`src/rtl/keypad_scan_fifo.sv`:
```
// 4x4 matrix keypad scanner: row-at-a-time drive, per-frame debounce FSM,
// and a show-ahead FIFO of 4-bit key codes popped through valid/rd_en.
module keypad_scan_fifo #(
  parameter int SCAN_DIV       = 1000,
  parameter int DEBOUNCE_SCANS = 4,
  parameter int FIFO_DEPTH     = 4,
  parameter int PTR_W          = 2
) (
  input  logic             clk,
  input  logic             rst,
  output logic [3:0]       rows,
  input  logic [3:0]       cols,
  input  logic             rd_en,
  output logic [3:0]       key_code,
  output logic             key_valid,
  output logic [PTR_W:0]   fifo_count,
  output logic             overflow,
  input  logic             clr_overflow
);

  localparam int                 DIV_W      = $clog2(SCAN_DIV);
  localparam logic [DIV_W-1:0]   DWELL_LAST = DIV_W'(SCAN_DIV - 1);
  localparam logic [3:0]         DB         = 4'(DEBOUNCE_SCANS);
  localparam logic [PTR_W:0]     FULL_CNT   = (PTR_W+1)'(FIFO_DEPTH);

  typedef enum logic [1:0] {IDLE, DEBOUNCE, HELD, RELEASE} state_t;

  function automatic logic [1:0] zero_col(input logic [3:0] c);
    zero_col = 2'd0;
    for (int i = 3; i >= 0; i--)
      if (!c[i]) zero_col = 2'(i);
  endfunction

  logic [DIV_W-1:0] dwell_cnt;
  logic [1:0]       row_idx;
  logic [3:0]       cols_p0, cols_p1;
  logic             row_last, frame_eval;

  assign row_last   = (dwell_cnt == DWELL_LAST);
  assign frame_eval = row_last && (row_idx == 2'd3);

  // Stage p0/p1: row drive, dwell timing and the two-flop column synchronizer
  always_ff @(posedge clk) begin
    if (rst) begin
      dwell_cnt <= '0;
      row_idx   <= 2'd0;
      rows      <= 4'b1110;
      cols_p0   <= 4'b1111;
      cols_p1   <= 4'b1111;
    end else begin
      cols_p0 <= cols;
      cols_p1 <= cols_p0;
      if (row_last) begin
        dwell_cnt <= '0;
        row_idx   <= row_idx + 2'd1;
        rows      <= {rows[2:0], rows[3]};
      end else begin
        dwell_cnt <= dwell_cnt + DIV_W'(1);
      end
    end
  end

  logic       samp_none, samp_single, samp_multi;
  logic [1:0] samp_col;
  logic       frm_bad, frm_hit;
  logic [3:0] frm_key;
  logic       m_bad, m_hit;
  logic [3:0] m_key;
  logic       res_empty, res_single;

  always_comb begin
    samp_none   = (cols_p1 == 4'b1111);
    samp_single = $onehot(~cols_p1);
    samp_multi  = !samp_none && !samp_single;
    samp_col    = zero_col(cols_p1);
    // Merge this row's sample into the frame seen so far
    m_bad      = frm_bad || samp_multi || (frm_hit && samp_single);
    m_hit      = frm_hit || samp_single;
    m_key      = samp_single ? {row_idx, samp_col} : frm_key;
    res_empty  = !m_bad && !m_hit;
    res_single = !m_bad && m_hit;
  end

  // Frame accumulation across rows 0..2; row 3 is merged combinationally
  always_ff @(posedge clk) begin
    if (rst) begin
      frm_bad <= 1'b0;
      frm_hit <= 1'b0;
    end else if (row_last) begin
      frm_bad <= frame_eval ? 1'b0 : m_bad;
      frm_hit <= frame_eval ? 1'b0 : m_hit;
    end
  end

  always_ff @(posedge clk) begin
    if (row_last) frm_key <= m_key;
  end

  state_t     state;
  logic [3:0] cand, deb_cnt, rel_cnt;
  logic       push;

  assign push = frame_eval && res_single &&
                (((state == IDLE) && (DB == 4'd1)) ||
                 ((state == DEBOUNCE) && (m_key == cand) && (deb_cnt + 4'd1 == DB)));

  always_ff @(posedge clk) begin
    if (rst) begin
      state   <= IDLE;
      deb_cnt <= 4'd0;
      rel_cnt <= 4'd0;
    end else if (frame_eval) begin
      case (state)
        IDLE: if (res_single) begin
          if (DB == 4'd1) state <= HELD;
          else begin
            cand    <= m_key;
            deb_cnt <= 4'd1;
            state   <= DEBOUNCE;
          end
        end
        DEBOUNCE: begin
          if (!res_single) begin
            state   <= IDLE;
            deb_cnt <= 4'd0;
          end else if (m_key != cand) begin
            cand    <= m_key;
            deb_cnt <= 4'd1;
          end else if (deb_cnt + 4'd1 == DB) begin
            state   <= HELD;
            deb_cnt <= 4'd0;
          end else begin
            deb_cnt <= deb_cnt + 4'd1;
          end
        end
        HELD: if (res_empty) begin
          if (DB == 4'd1) state <= IDLE;
          else begin
            rel_cnt <= 4'd1;
            state   <= RELEASE;
          end
        end
        RELEASE: begin
          if (!res_empty) begin
            state   <= HELD;
            rel_cnt <= 4'd0;
          end else if (rel_cnt + 4'd1 == DB) begin
            state   <= IDLE;
            rel_cnt <= 4'd0;
          end else begin
            rel_cnt <= rel_cnt + 4'd1;
          end
        end
        default: state <= IDLE;
      endcase
    end
  end

  logic [3:0]       mem [FIFO_DEPTH];
  logic [PTR_W-1:0] wr_ptr, rd_ptr;
  logic             pop, full, wr_ok;

  assign key_valid = (fifo_count != '0);
  assign key_code  = key_valid ? mem[rd_ptr] : 4'd0;
  assign pop       = rd_en && key_valid;
  assign full      = (fifo_count == FULL_CNT);
  // A push into a full FIFO survives only when a pop frees the slot on the same edge
  assign wr_ok     = push && (!full || pop);

  always_ff @(posedge clk) begin
    if (rst) begin
      wr_ptr     <= '0;
      rd_ptr     <= '0;
      fifo_count <= '0;
      overflow   <= 1'b0;
    end else begin
      if (wr_ok) wr_ptr <= wr_ptr + PTR_W'(1);
      if (pop)   rd_ptr <= rd_ptr + PTR_W'(1);
      case ({wr_ok, pop})
        2'b10:   fifo_count <= fifo_count + (PTR_W+1)'(1);
        2'b01:   fifo_count <= fifo_count - (PTR_W+1)'(1);
        default: fifo_count <= fifo_count;
      endcase
      if (push && full && !pop) overflow <= 1'b1;
      else if (clr_overflow)    overflow <= 1'b0;
    end
  end

  always_ff @(posedge clk) begin
    if (wr_ok) mem[wr_ptr] <= m_key;
  end

endmodule

```
`config.mk`:
```
export PLATFORM = sky130hd
export DESIGN_NAME = keypad_scan_fifo
export DESIGN_NICKNAME = d
export VERILOG_FILES = /design/src/rtl/keypad_scan_fifo.sv
export SDC_FILE = /design/constraint.sdc
export NUM_CORES = 1
export LEC_CHECK = 0
export CORE_MARGIN = 4
export CORE_UTILIZATION = 45
export CTS_CLUSTER_DIAMETER = 30
export DETAILED_ROUTE_END_ITERATION = 12
export GPL_TIMING_DRIVEN = 0
export HOLD_SLACK_MARGIN = 0.03
export PLACE_DENSITY_LB_ADDON = 0.08
export SLEW_MARGIN = 15
export SYNTH_ARGS = -nofsm -noshare
export SYNTH_HDL_FRONTEND = slang
export SYNTH_SLANG_ARGS = --single-unit
export TNS_END_PERCENT = 50
```
`constraint.sdc`:
```
create_clock -name clk -period 8.9 [get_ports clk]
set_clock_uncertainty 0.1 [all_clocks]
set_input_delay 1.78 -clock clk [delete_from_list [all_inputs] [get_ports clk]]
set_output_delay 1.78 -clock clk [all_outputs]
set_load 0.02 [all_outputs]
```
# After elaboration in Yosys (flattened, before gate mapping)
# Memory sizes are Yosys's and may differ from the RTL's. A register that Yosys moved wholly into a read port is not among the register bits.
# Index checks and enable logic that the tools add are counted.
op_classes:
  add_sub_neg: 11
  eq_ne: 21
  n_mux: 36
  bitwise_logic: 2
  reduce_logical: 34
ops:
  columns: ["cell", "count"]
  rows:
  - ["two-way mux 4 bit", 12]
  - ["two-way mux 2 bit", 13]
  - ["one-hot mux 4 bit (2 select lines)", 3]
  - ["logical AND 1 bit", 13]
  - ["AND reduction 6 bit", 2]
  - ["adder 10 x 1 -> 10 bit, second input constant", 1]
  - ["== test 10 bit, second input constant", 1]
  - ["adder 4 x 1 -> 4 bit, second input constant", 2]
  - ["== test 2 bit, second input constant", 4]
  - ["== test 4 x 3 -> 1 bit, second input constant", 2]
  - ["one-hot mux 2 bit (4 select lines)", 1]
  - ["nonzero test 2 bit", 4]
  - ["adder 2 x 1 -> 2 bit, second input constant", 3]
  - ["logical NOT 1 bit", 6]
  - ["two-way mux 1 bit", 6]
  - ["inequality test 2 bit, second input constant", 3]
  - ["inequality test 3 bit, second input constant", 2]
  - ["one-hot mux 3 bit (2 select lines)", 1]
  - ["AND reduction 3 bit", 2]
  - ["adder 1 x 1 -> 2 bit", 2]
  - ["== test 2 x 1 -> 1 bit, second input constant", 2]
  - ["== test 4 bit", 1]
  - ["== test 4 bit, second input constant", 1]
  - ["logical OR 1 bit", 4]
  - ["other kinds (13)", 13]
word_totals:
  reg_bits: 52
  ram_bits: 16
  in_bits: 8
  out_inout_bits: 13
  elab_cells: 121
  mem_count: 1
memory_table:
  columns: ["memory", "depth", "word_bits", "rd", "rd_ports_with_merged_regs", "write_ports", "line", "source"]
  rows:
  - ["mem", 4, 4, 1, 1, 1, "159", "logic [3:0] mem [FIFO_DEPTH];"]

# Logic depth before layout (Yosys ltp)
# Gate-level depths: netlist of run 1.
logic_depth:
  word_depth: 15
  ltp_mapped: 15
  depth_no_buf: 14

# Worst setup path after synthesis of run 1
# No wires, ideal clock.
synth_timing:
  path_type: "flip-flop to flip-flop"
  start: "register cols_p1[0]"
  end: "register fifo_count[2]"
  setup_ps: 123
  arrival_ps: 3928
  required_time_ps: 8677
  slack_ps: 4749
  path_stages_with_launch: 16
  n_path_buf: 1
  synth_period_minus_slack_ps: 4151
  path_cell_list: "dfxtp_1 > fa_1 > inv_1 > ha_1 > ha_1 > or3b_1 > buf_2 > and2_4 > or3_4 > a221oi_4 > nand4_1 > and2_1 > fa_1 > nand2_1 > a2bb2oi_1 > mux2_1"
synth_between:
  elab_chain_len: 15
  word_cells_on_any_way: 26
  classes_between: "add/sub: 2; eq/ne: 5; mux: 3; bitwise: 1; reduce/logical: 15"
synth_rtl:
  columns: ["item", "line", "source"]
  rows:
  - ["from (decl)", "36", "logic [3:0] cols_p0, cols_p1;"]
  - ["from (signal assigned)", "52", "cols_p1 <= cols_p0;"]
  - ["NOT 4 bit", "73", "samp_single = $onehot(~cols_p1);"]
  - ["adder 1 x 1 -> 2 bit (implied by the code)", "73", null]
  - ["adder 2 x 2 -> 3 bit (implied by the code)", "73", null]
  - ["== test 3 x 1 -> 1 bit", "73", null]
  - ["logical NOT 1 bit", "74", "samp_multi = !samp_none && !samp_single;"]
  - ["logical AND 1 bit", "74", null]
  - ["logical OR 1 bit (2 in series)", "77", "m_bad = frm_bad || samp_multi || (frm_hit && samp_single);"]
  - ["logical NOT 1 bit", "81", "res_single = !m_bad && m_hit;"]
  - ["logical AND 1 bit", "81", null]
  - ["logical AND 1 bit", "103", "assign push = frame_eval && res_single &&"]
  - ["logical AND 1 bit *", "103", null]
  - ["logical AND 1 bit *", "168", "assign wr_ok = push && (!full || pop);"]
  - ["== test 2 x 1 -> 1 bit / == test 2 bit (equally long branches)", "179", "case ({wr_ok, pop})"]
  - ["one-hot mux 3 bit (2 select lines) / nonzero test 2 bit (equally long branches)", null, null]
  - ["to (signal assigned)", "180", "2'b10: fifo_count <= fifo_count + (PTR_W+1)'(1);"]
  - ["to (signal assigned)", "181", "2'b01: fifo_count <= fifo_count - (PTR_W+1)'(1);"]
  - ["to (signal assigned)", "182", "default: fifo_count <= fifo_count;"]
  - ["to (decl)", "16", "output logic [PTR_W:0] fifo_count,"]
# Mark *: on every way between the ends. The rest lies on a longest branch, timed or not.
# A chain may end at the register's enable or synchronous reset.

# Final worst setup path of run 1
# Same ends and word-level chain as after synthesis.

==> results.md, run 1 <==
- Input and output buffers added on the ports amount to 20.
- STA classifies the critical path startpoint as a flip-flop.
- For this run, the slowest stage of the critical path takes 0.54 ns.
- Summed over all cells, the static leakage comes to 1.43 nW.
- Headroom to the max-slew limit came out at 50.8%.
- The core footprint is 6910 um^2.
- The insertion delay to the later sink of the worst-skew pair is 0.34 ns.
- The number of synthesized flops with an enable pin is 24.
- For hold timing, the worst endpoint is cols_p1[0]$_SDFF_PP1_.
- The multiplexer area fraction after synthesis is 5.93%.
- The highest ir drop seen on vdd is 0.0801 mV.
- The number of antenna-violating nets in the routed design is 0.
- At the pin with the least slew margin, the transition time is 0.728 ns.
- The required arrival time at the worst endpoint is 9.03 ns.
- The number of antenna violations at the first check in global routing is 0.
- The number of cells produced by synthesis is 314.
- The share of the clock period used by the worst path is 49.8%.
- The clock passes through at most 2 buffers.
- The die area is 8640 um^2.
- The clock period minus worst slack is 4.44 ns.
- The net count of the mapped netlist is 336.
- The repair_antennas step left the layout with diodes totalling 0.
- The critical path endpoint category is a flip-flop.
- The worst hold path depth is 1.
- The post-synthesis share of cell area spent on xor and xnor gates is 3.77%.
- The number of cell rows is 30.
- The arrival time at the worst endpoint is 4.57 ns.
- Power comes to 0.735 mW.
- In the final routing, the length of wire on met1 measures 2.89 mm.
- Summing every instance area after synthesis gives 3250 um^2.
- Summed over all nets, the half-perimeter wirelength after detailed placement is 4.31 mm.
- The filler cells instantiated in the layout total 649.
- The quantity of gates resized following cts is 0.
- The die height is 93.0 um.
- The pin count of the biggest net entering global routing is 14.
- Sequential cells were found to cover 50.5% of the synthesized design area.
- Counting distinct cell types in the post-synthesis netlist gives 52.
- The via count of the first global-routing pass is 2110.
- 21 I/O pins were placed.
- Global routing used 14.9% of the available tracks across all layers.
- Routability-driven placement finished with a final weighted congestion of 0.751.
- Summed over all nets, wire length on met3 after detailed routing comes to 166 um.
- The multi-input combinational cell area is 1510 um^2.
- Across the whole layout, storage elements account for 1640 um^2.
- The launch point of the worst hold path is cols_p0[0]$_SDFF_PP1_.
- The per-cell via count in the routed design is 4.96.
- The worst register-to-register path ends at fifo_count[2]$_SDFFE_PP0P_.
- The largest fanout on the critical path is 7.
- The signed area change from the synthesized netlist to the final layout is 15.2%.
- The final number of hold-violating endpoints is 0.
- The classification of the worst setup path is flip-flop to flip-flop.
- The slowest stage of the critical path belongs to the cell sky130_fd_sc_hd__fa_1.
- The TritonCTS clock tree is yes.
- The post-CTS setup repair buffer count is 0.
- Setup total negative slack on the finished layout was measured at 0 ns.
- For the worst flop-to-flop path, the logic depth is 15.
- After synthesis, the mean cell area works out to 10.3 um^2.
- The initial utilization of the core area, before any placement, comes to 47.0%.
- The violation count after the first detailed-routing iteration is 78.
- Clock tree synthesis inserted a total of 9 buffers.
- The remaining design rule violation count is 0.
- In the synthesized netlist the dominant register cell turns out to be sky130_fd_sc_hd__dfxtp_1.
- Dividing the detail-routed wire length by the instance count gives 13.1 um.
- The root buffer selected by CTS is sky130_fd_sc_hd__clkbuf_8.
- The total of hold buffers inserted after clock tree synthesis is 0.
- The count of H-tree levels built during CTS is 3.
- The number of slew-limit violations in the final report came to 0.
- The count of TritonRoute iterations in the first routing pass is 4.
- By area, the combinational part of the netlist is dominated by simple AND/OR/NAND/NOR gates.
- The startpoint identified for the worst register-to-register timing path is cols_p1[0]$_SDFF_PP1_.
- The reg2reg setup slack is 4.46 ns.
- The total number of vias is 2211.
- The proportion of layout cells with a drive suffix above 1 is 10.0%.
- The power density normalized to cell area is 196 nW/um^2.
- After the last flow step, the layout net total stands at 367.
- For this run, the number of Yosys warnings is 0.
- The post-detailed-routing wire length is 5.84 mm.
- The max-cap check violation count is 0.
- Summing the areas of all and, or, nand and nor instances in the mapped netlist gives 23.1% of the synthesized area.
- The tightest min-delay check is of the flip-flop to flip-flop type.
- The clock sink total is 70.
- Based on the critical path, the design can be clocked at up to 225 MHz.
- Of all flip-flops after synthesis, the portion carrying an async set or reset was 0%.
- The total overflow reported by the global router is 0.
- After clock tree synthesis, the clock-pin slew on the worst setup and hold paths is 0.08 ns.
- The top routing layer in use is met4.
- The run finished with clean final reports.
- The number of flip-flops and latches in the synthesized netlist is 70.
- The synthesized netlist devotes 5.85% of its cell area to adder and majority cells.
- The fraction of the mapped netlist area in compound gates is 7.62%.
- The horizontal die dimension is 93.0 um.
- In the detailed route, the total length drawn on met2 is 2.68 mm.
- The critical path goes through fa_1 -> inv_1 -> ha_1 -> ha_1 -> or3b_1 -> buf_2 -> a211oi_1 -> o21ai_1 -> a221oi_4 -> nand4_1 -> and2_1 -> fa_1 -> nand2_1 -> a2bb2oi_1 -> mux2_1.
- Setup repair after global routing left no endpoint under its margin.
- Setup violations remaining at the end of the flow were counted as 0.
- The first-pass GRT wire length is 10.0 mm.
-- worst max-delay path by stage --
stage | cells after the start | startpoint | to | slack, ns
2_1_floorplan | 15 | cols_p1[0]$_SDFF_PP1_ | fifo_count[2]$_SDFFE_PP0P_ | 4.75
3_3_place_gp | 15 | cols_p1[0]$_SDFF_PP1_ | fifo_count[2]$_SDFFE_PP0P_ | 4.48
3_5_place_dp | 15 | cols_p1[0]$_SDFF_PP1_ | fifo_count[2]$_SDFFE_PP0P_ | 4.42
4_1_cts | 15 | cols_p1[0]$_SDFF_PP1_ | fifo_count[2]$_SDFFE_PP0P_ | 4.42
5_1_grt | 15 | cols_p1[0]$_SDFF_PP1_ | fifo_count[2]$_SDFFE_PP0P_ | 4.11
6_report | 15 | cols_p1[0]$_SDFF_PP1_ | fifo_count[2]$_SDFFE_PP0P_ | 4.46
-- layout make-up --
class	instances	share of cell area, %
well taps	96	3.21
multi-input cells	217	40.2
clock buffers	9	3.31
clock inverters	7	1.30
repair buffers	20	5.35
inverters	17	1.71
flip-flops and latches	70	43.9
plain buffers	10	1.04
-- sequential cells by signal, indices dropped and copies added, names as in the netlist, 4 cells and up, named ones only --
register   count
deb_cnt        4
cols_p0        4
rel_cnt        4
mem           16
frm_key        4
cand           4
cols_p1        4
dwell_cnt     10
rows           4
-- Yosys cell counts (2+ instances only) --
cell type                  count  share of area, %
sky130_fd_sc_hd__dfxtp_1      46                28
sky130_fd_sc_hd__and2_1       11               2.1
sky130_fd_sc_hd__nand2b_1      6               1.2
sky130_fd_sc_hd__o21ai_0       4              0.62
sky130_fd_sc_hd__or4_1         2              0.46
sky130_fd_sc_hd__nand3b_1      6               1.4
sky130_fd_sc_hd__xor2_1        5               1.3
sky130_fd_sc_hd__a211o_1       3              0.81
sky130_fd_sc_hd__nor4_1        2              0.38
sky130_fd_sc_hd__a31oi_1       2              0.38
sky130_fd_sc_hd__xnor2_1       9               2.4
sky130_fd_sc_hd__a21oi_1      10               1.5
sky130_fd_sc_hd__o21ai_1       2              0.31
sky130_fd_sc_hd__or3_1         3              0.58
sky130_fd_sc_hd__nand4_1       5              0.96
sky130_fd_sc_hd__nor2_1       39               4.5
sky130_fd_sc_hd__mux2i_1       8               2.5
sky130_fd_sc_hd__clkbuf_1      9               1.0
sky130_fd_sc_hd__o211ai_1      2              0.46
sky130_fd_sc_hd__nor3_1        6              0.92
sky130_fd_sc_hd__o21a_1        2              0.46
sky130_fd_sc_hd__inv_1        17               2.0
sky130_fd_sc_hd__ha_1         12               4.6
sky130_fd_sc_hd__or2_2        10               1.9
sky130_fd_sc_hd__fa_1          2               1.2
sky130_fd_sc_hd__and3_1        4              0.77
sky130_fd_sc_hd__nor4b_1       2              0.54
sky130_fd_sc_hd__mux4_2        4               2.8
sky130_fd_sc_hd__mux2_1        2              0.69
sky130_fd_sc_hd__edfxtp_1     24                22
sky130_fd_sc_hd__nand3_1      11               1.7
sky130_fd_sc_hd__nor2b_1       7               1.3
sky130_fd_sc_hd__nand2_1      17               2.0
sky130_fd_sc_hd__nor3b_1       2              0.46
-- layer usage --
metal	vias to the layer above	GRT usage (%)
met3	10	3.14
met4	0	6.59
li1	1154	-
met1	1021	20.2
met5	-	0
met2	26	22.8
-- report_power, final --
part           leakage, nW  total, mW  switching [mW]  internal, mW
Combinational        0.746      0.153          0.0766        0.0765
Clock               0.0894      0.223           0.122         0.101
Sequential           0.591      0.359          0.0151         0.344
Total                 1.43      0.735           0.214         0.522
-- cell families (layout without fill, tap and decap cells) --
group | count (synthesis) | in the layout
compound gates | 35 | 35
xor+xnor | 14 | 14
fa+ha+maj | 14 | 14
buf+inv | 27 | 63
flops | 70 | 70
mux | 14 | 14
simple gates | 140 | 140
-- cells in the final DEF (no fill, tap or decap), types with 10 or more instances in the layout --
| master | instances |
|---|---|
| sky130_fd_sc_hd__or2_2 | 10 |
| sky130_fd_sc_hd__clkdlybuf4s50_1 | 20 |
| sky130_fd_sc_hd__nor2_1 | 39 |
| sky130_fd_sc_hd__a21oi_1 | 10 |
| sky130_fd_sc_hd__ha_1 | 12 |
| sky130_fd_sc_hd__and2_1 | 11 |
| sky130_fd_sc_hd__nand2_1 | 17 |
| sky130_fd_sc_hd__nand3_1 | 11 |
| sky130_fd_sc_hd__edfxtp_1 | 24 |
| sky130_fd_sc_hd__inv_1 | 17 |
| sky130_fd_sc_hd__dfxtp_1 | 46 |
-- through the flow --
step	util [%]	std cells	hold WS (ns)	setup WS, ns	area, um^2
final	54.2	446	0.312	4.46	3740
after global routing	54.2	446	0.324	4.11	3740
after CTS	54.2	446	0.313	4.42	3740
after floorplan	-	314	0.289	4.75	3250
after detailed placement	51.7	430	0.294	4.42	3570
after global placement	51.7	430	0.296	4.48	3570
-- critical path, delay by kind of cell (launching register included) --
family,cells,cell delay [ns]
buffers and inverters,2,0.22
adders and majority gates,4,1.37
DFF,1,0.36
muxes,1,0.33
and+or+nand+nor,4,0.89
AOI/OAI and AO/OA,4,1.04
No activity file was read; power rests on OpenSTA's default activity.
==> run 2: changes to the inputs <==
==> constraint.sdc (replaced) <==
create_clock -name clk -period 4 [get_ports clk]
set_clock_uncertainty 0.1 [all_clocks]
set_input_delay 0.8 -clock clk [delete_from_list [all_inputs] [get_ports clk]]
set_output_delay 0.8 -clock clk [all_outputs]
set_load 0.02 [all_outputs]
==> results.md, run 2 (same netlist as run 1, synthesis figures left out) <==
- The run finished, with violations left.
- The final reports fail on setup timing.
- Detailed placement finished with a half-perimeter wire length of 4.24 mm.
- The effective utilization at floorplan is 47.0%.
- The number of diodes is 0.
- Summed over all cells, the static leakage comes to 1.48 nW.
- Including well taps, the total number of placed cells is 430.
- The power density normalized to cell area is 449 nW/um^2.
- TritonCTS built the clock tree.
- For this run, design rule violations remaining after detail routing come to 0.
- Setup repair after global routing could not meet its margin everywhere.
- Setup violations remaining at the end of the flow were counted as 1.
- The number of slew-limit violations in the final report came to 0.
- For this design the total switching power over the nets is 0.487 mW.
- The most common cell after layout, fill and taps aside is sky130_fd_sc_hd__dfxtp_1.
- The number of flip-flops under the largest register name is 16.
- The core footprint is 6910 um^2.
- The boundary pin count is 21.
- The average routed wire per standard cell is 13.0 um.
- Of the total power, the share spent switching nets is 27.8%.
- For this run, the top clock speed supported by timing is 246 MHz.
- The routed design has 5.91 mm of wire.
- After the last flow step, the layout net total stands at 374.
- The power share of the clock group is 33.3%.
- Of all nets on the critical path, the largest fanout is 5.
- For this run, the share of the core covered by cells in the final layout is 56.6%.
- The horizontal die dimension is 93.0 um.
- Entering global routing, the biggest net connects 14 pins.
- Counting stages on the worst path, the most repeated cell is sky130_fd_sc_hd__and2_4.
- The share of the clock period used by the worst path is 102%.
- The via count of the first global-routing pass was 2251.
- The clock period minus worst slack is 4.07 ns.
- The first global-routing pass estimated 10.3 mm of wire.
- The final estimated routing congestion in global placement is 0.753.
- The final route contains 2274 vias.
- The arrival time at the worst endpoint is 4.20 ns.
- The number of buffers and inverters on the critical path is 1.
- The classification of the worst setup path is flip-flop to flip-flop.
- The critical path endpoint category is a flip-flop.
- The library cells used most frequently in the layout, excluding fill and tap cells, are sky130_fd_sc_hd__dfxtp_1, sky130_fd_sc_hd__nor2_1, sky130_fd_sc_hd__edfxtp_1.
- Summed over all layers, the global routing overflow is 0.
- The reg2reg setup slack is -0.07 ns.
- For the worst-skew pair, the clock arrives at the later sink with an insertion delay of 0.34 ns.
- The max-cap check violation count is 0.
- The per-cell via count in the routed design is 5.02.
- The share of total power in sequential cells is 45.5%.
- The delay contributed by the slowest stage of the critical path is 0.52 ns.
- Hold is met by 0.312 ns.
- The clock sink total is 70.
- The number of antenna violations at the first check in global routing was 0.
- Clock tree synthesis selected as its root buffer the cell sky130_fd_sc_hd__clkbuf_8.
- The number of cell rows is 30.
- Across the VDD grid, the largest voltage drop is 0.167 mV.
- The required arrival time at the worst endpoint is 4.13 ns.
- The total of hold buffers inserted after clock tree synthesis is 0.
- The worst pin sits at a relative slew slack of 32.8%.
- The layout filler cell count is 657.
- In the final layout, the share of cells above drive strength 1 is 16.8%.
- In this run the worst hold path is classified as flip-flop to flip-flop.
- The multi-input combinational cell area is 1580 um^2.
- The clock-pin slew on the worst setup and hold paths is 0.08 ns.
- The family with the most delay on the worst path is simple AND/OR/NAND/NOR gates.
- The register with the most flip-flops in the final layout is mem.
- The share of total power dissipated in combinational logic is 21.2%.
- Traced cell by cell, the critical path runs through fa_1 -> inv_1 -> ha_2 -> ha_4 -> or3b_4 -> and2_4 -> or3_4 -> a221oi_4 -> nand4_1 -> and2_4 -> fa_2 -> nand2_2 -> a2bb2oi_2 -> mux2_4.
- The final number of hold-violating endpoints was 0.
- In the final layout, flip-flops and latches occupy 1650 um^2.
- The number of clock buffers inserted by TritonCTS is 9.
- At the placement stage, the worst setup path has a slack of -0.317 ns.
- The number of input and output port buffers inserted is 20.
- The violation count after the first detailed-routing iteration is 92.
- The die covers 8640 um^2.
- The count of TritonRoute iterations in the first routing pass is 4.
- Excluding fillers, the count of instances in the completed layout stands at 453.
- From bottom edge to top edge, the die measures 93.0 um.
- After layout, the worst setup slack is -0.0663 ns.
- The global routing usage summed across all routing layers is 15.2%.
- The transition at the pin with the smallest max-transition slack is 0.995 ns.
- The signed area change from the synthesized netlist to the final layout is 20.3%.
- The slowest cell on the critical path is sky130_fd_sc_hd__fa_1.
- The maximum clock insertion buffer count is 2.
- The number of antenna-violating nets in the routed design is 0.
- The count of H-tree levels built during CTS is 3.
- The largest registers in the layout are mem: 16 flops, dwell_cnt: 10 flops.
- STA classifies the critical path startpoint as a flip-flop.
- The cell-internal power is 1.27 mW.
[run 2: power by group through the flow]
stage,clock network [mW],registers (mW),logic (mW)
after floorplan,0,0.822,0.214
after global placement,0,0.817,0.346
after detailed placement,0,0.817,0.346
after CTS,0.602,0.800,0.367
after global routing,0.628,0.805,0.406
final,0.583,0.798,0.372
[run 2: final cells by class]
cell class	count	area share (%)
timing repair buffer	28	6.66
multi-input combinational	217	40.3
clock buffer	10	3.52
clock inverter	6	1.76
buffer	9	0.864
sequential	70	42.2
tap	96	3.07
inverter	17	1.63
[run 2: what timing repair did]
action / 4_1_cts / 5_1_grt
setup buffers: 7 / 1
resized for setup: 11 / 8
pin swaps: 5 / 6
setup endpoints to repair: 18 / 18
gates cloned: 0 / 0
[run 2: metrics by stage]
step	TNS, ns	instance area [um^2]	power, mW
2_1_floorplan	-0.0260	3260	1.04
3_3_place_gp	-1.25	3580	1.16
3_5_place_dp	-1.85	3580	1.16
4_1_cts	-0.123	3890	1.77
5_1_grt	-0.280	3910	1.84
6_report	-0.0663	3910	1.75
[run 2: worst paths after layout]
check	depth (start not counted)	endpoint	from
max	14	fifo_count[2]$_SDFFE_PP0P_	cols_p1[1]$_SDFF_PP1_
min reg2reg	1	cols_p1[1]$_SDFF_PP1_	cols_p0[1]$_SDFF_PP1_
max reg2reg	14	fifo_count[2]$_SDFFE_PP0P_	cols_p1[1]$_SDFF_PP1_
min	1	cols_p1[1]$_SDFF_PP1_	cols_p0[1]$_SDFF_PP1_
[run 2: metal layers]
metal | part of all wire, % | vias to the layer above | track usage, %
li1 | - | 1179 | -
met1 | 49 | 1065 | 20.3
met2 | 47 | 21 | 24.3
met3 | 2.1 | 9 | 2.41
met4 | 1.9 | 0 | 6.96
met5 | 0 | - | 0
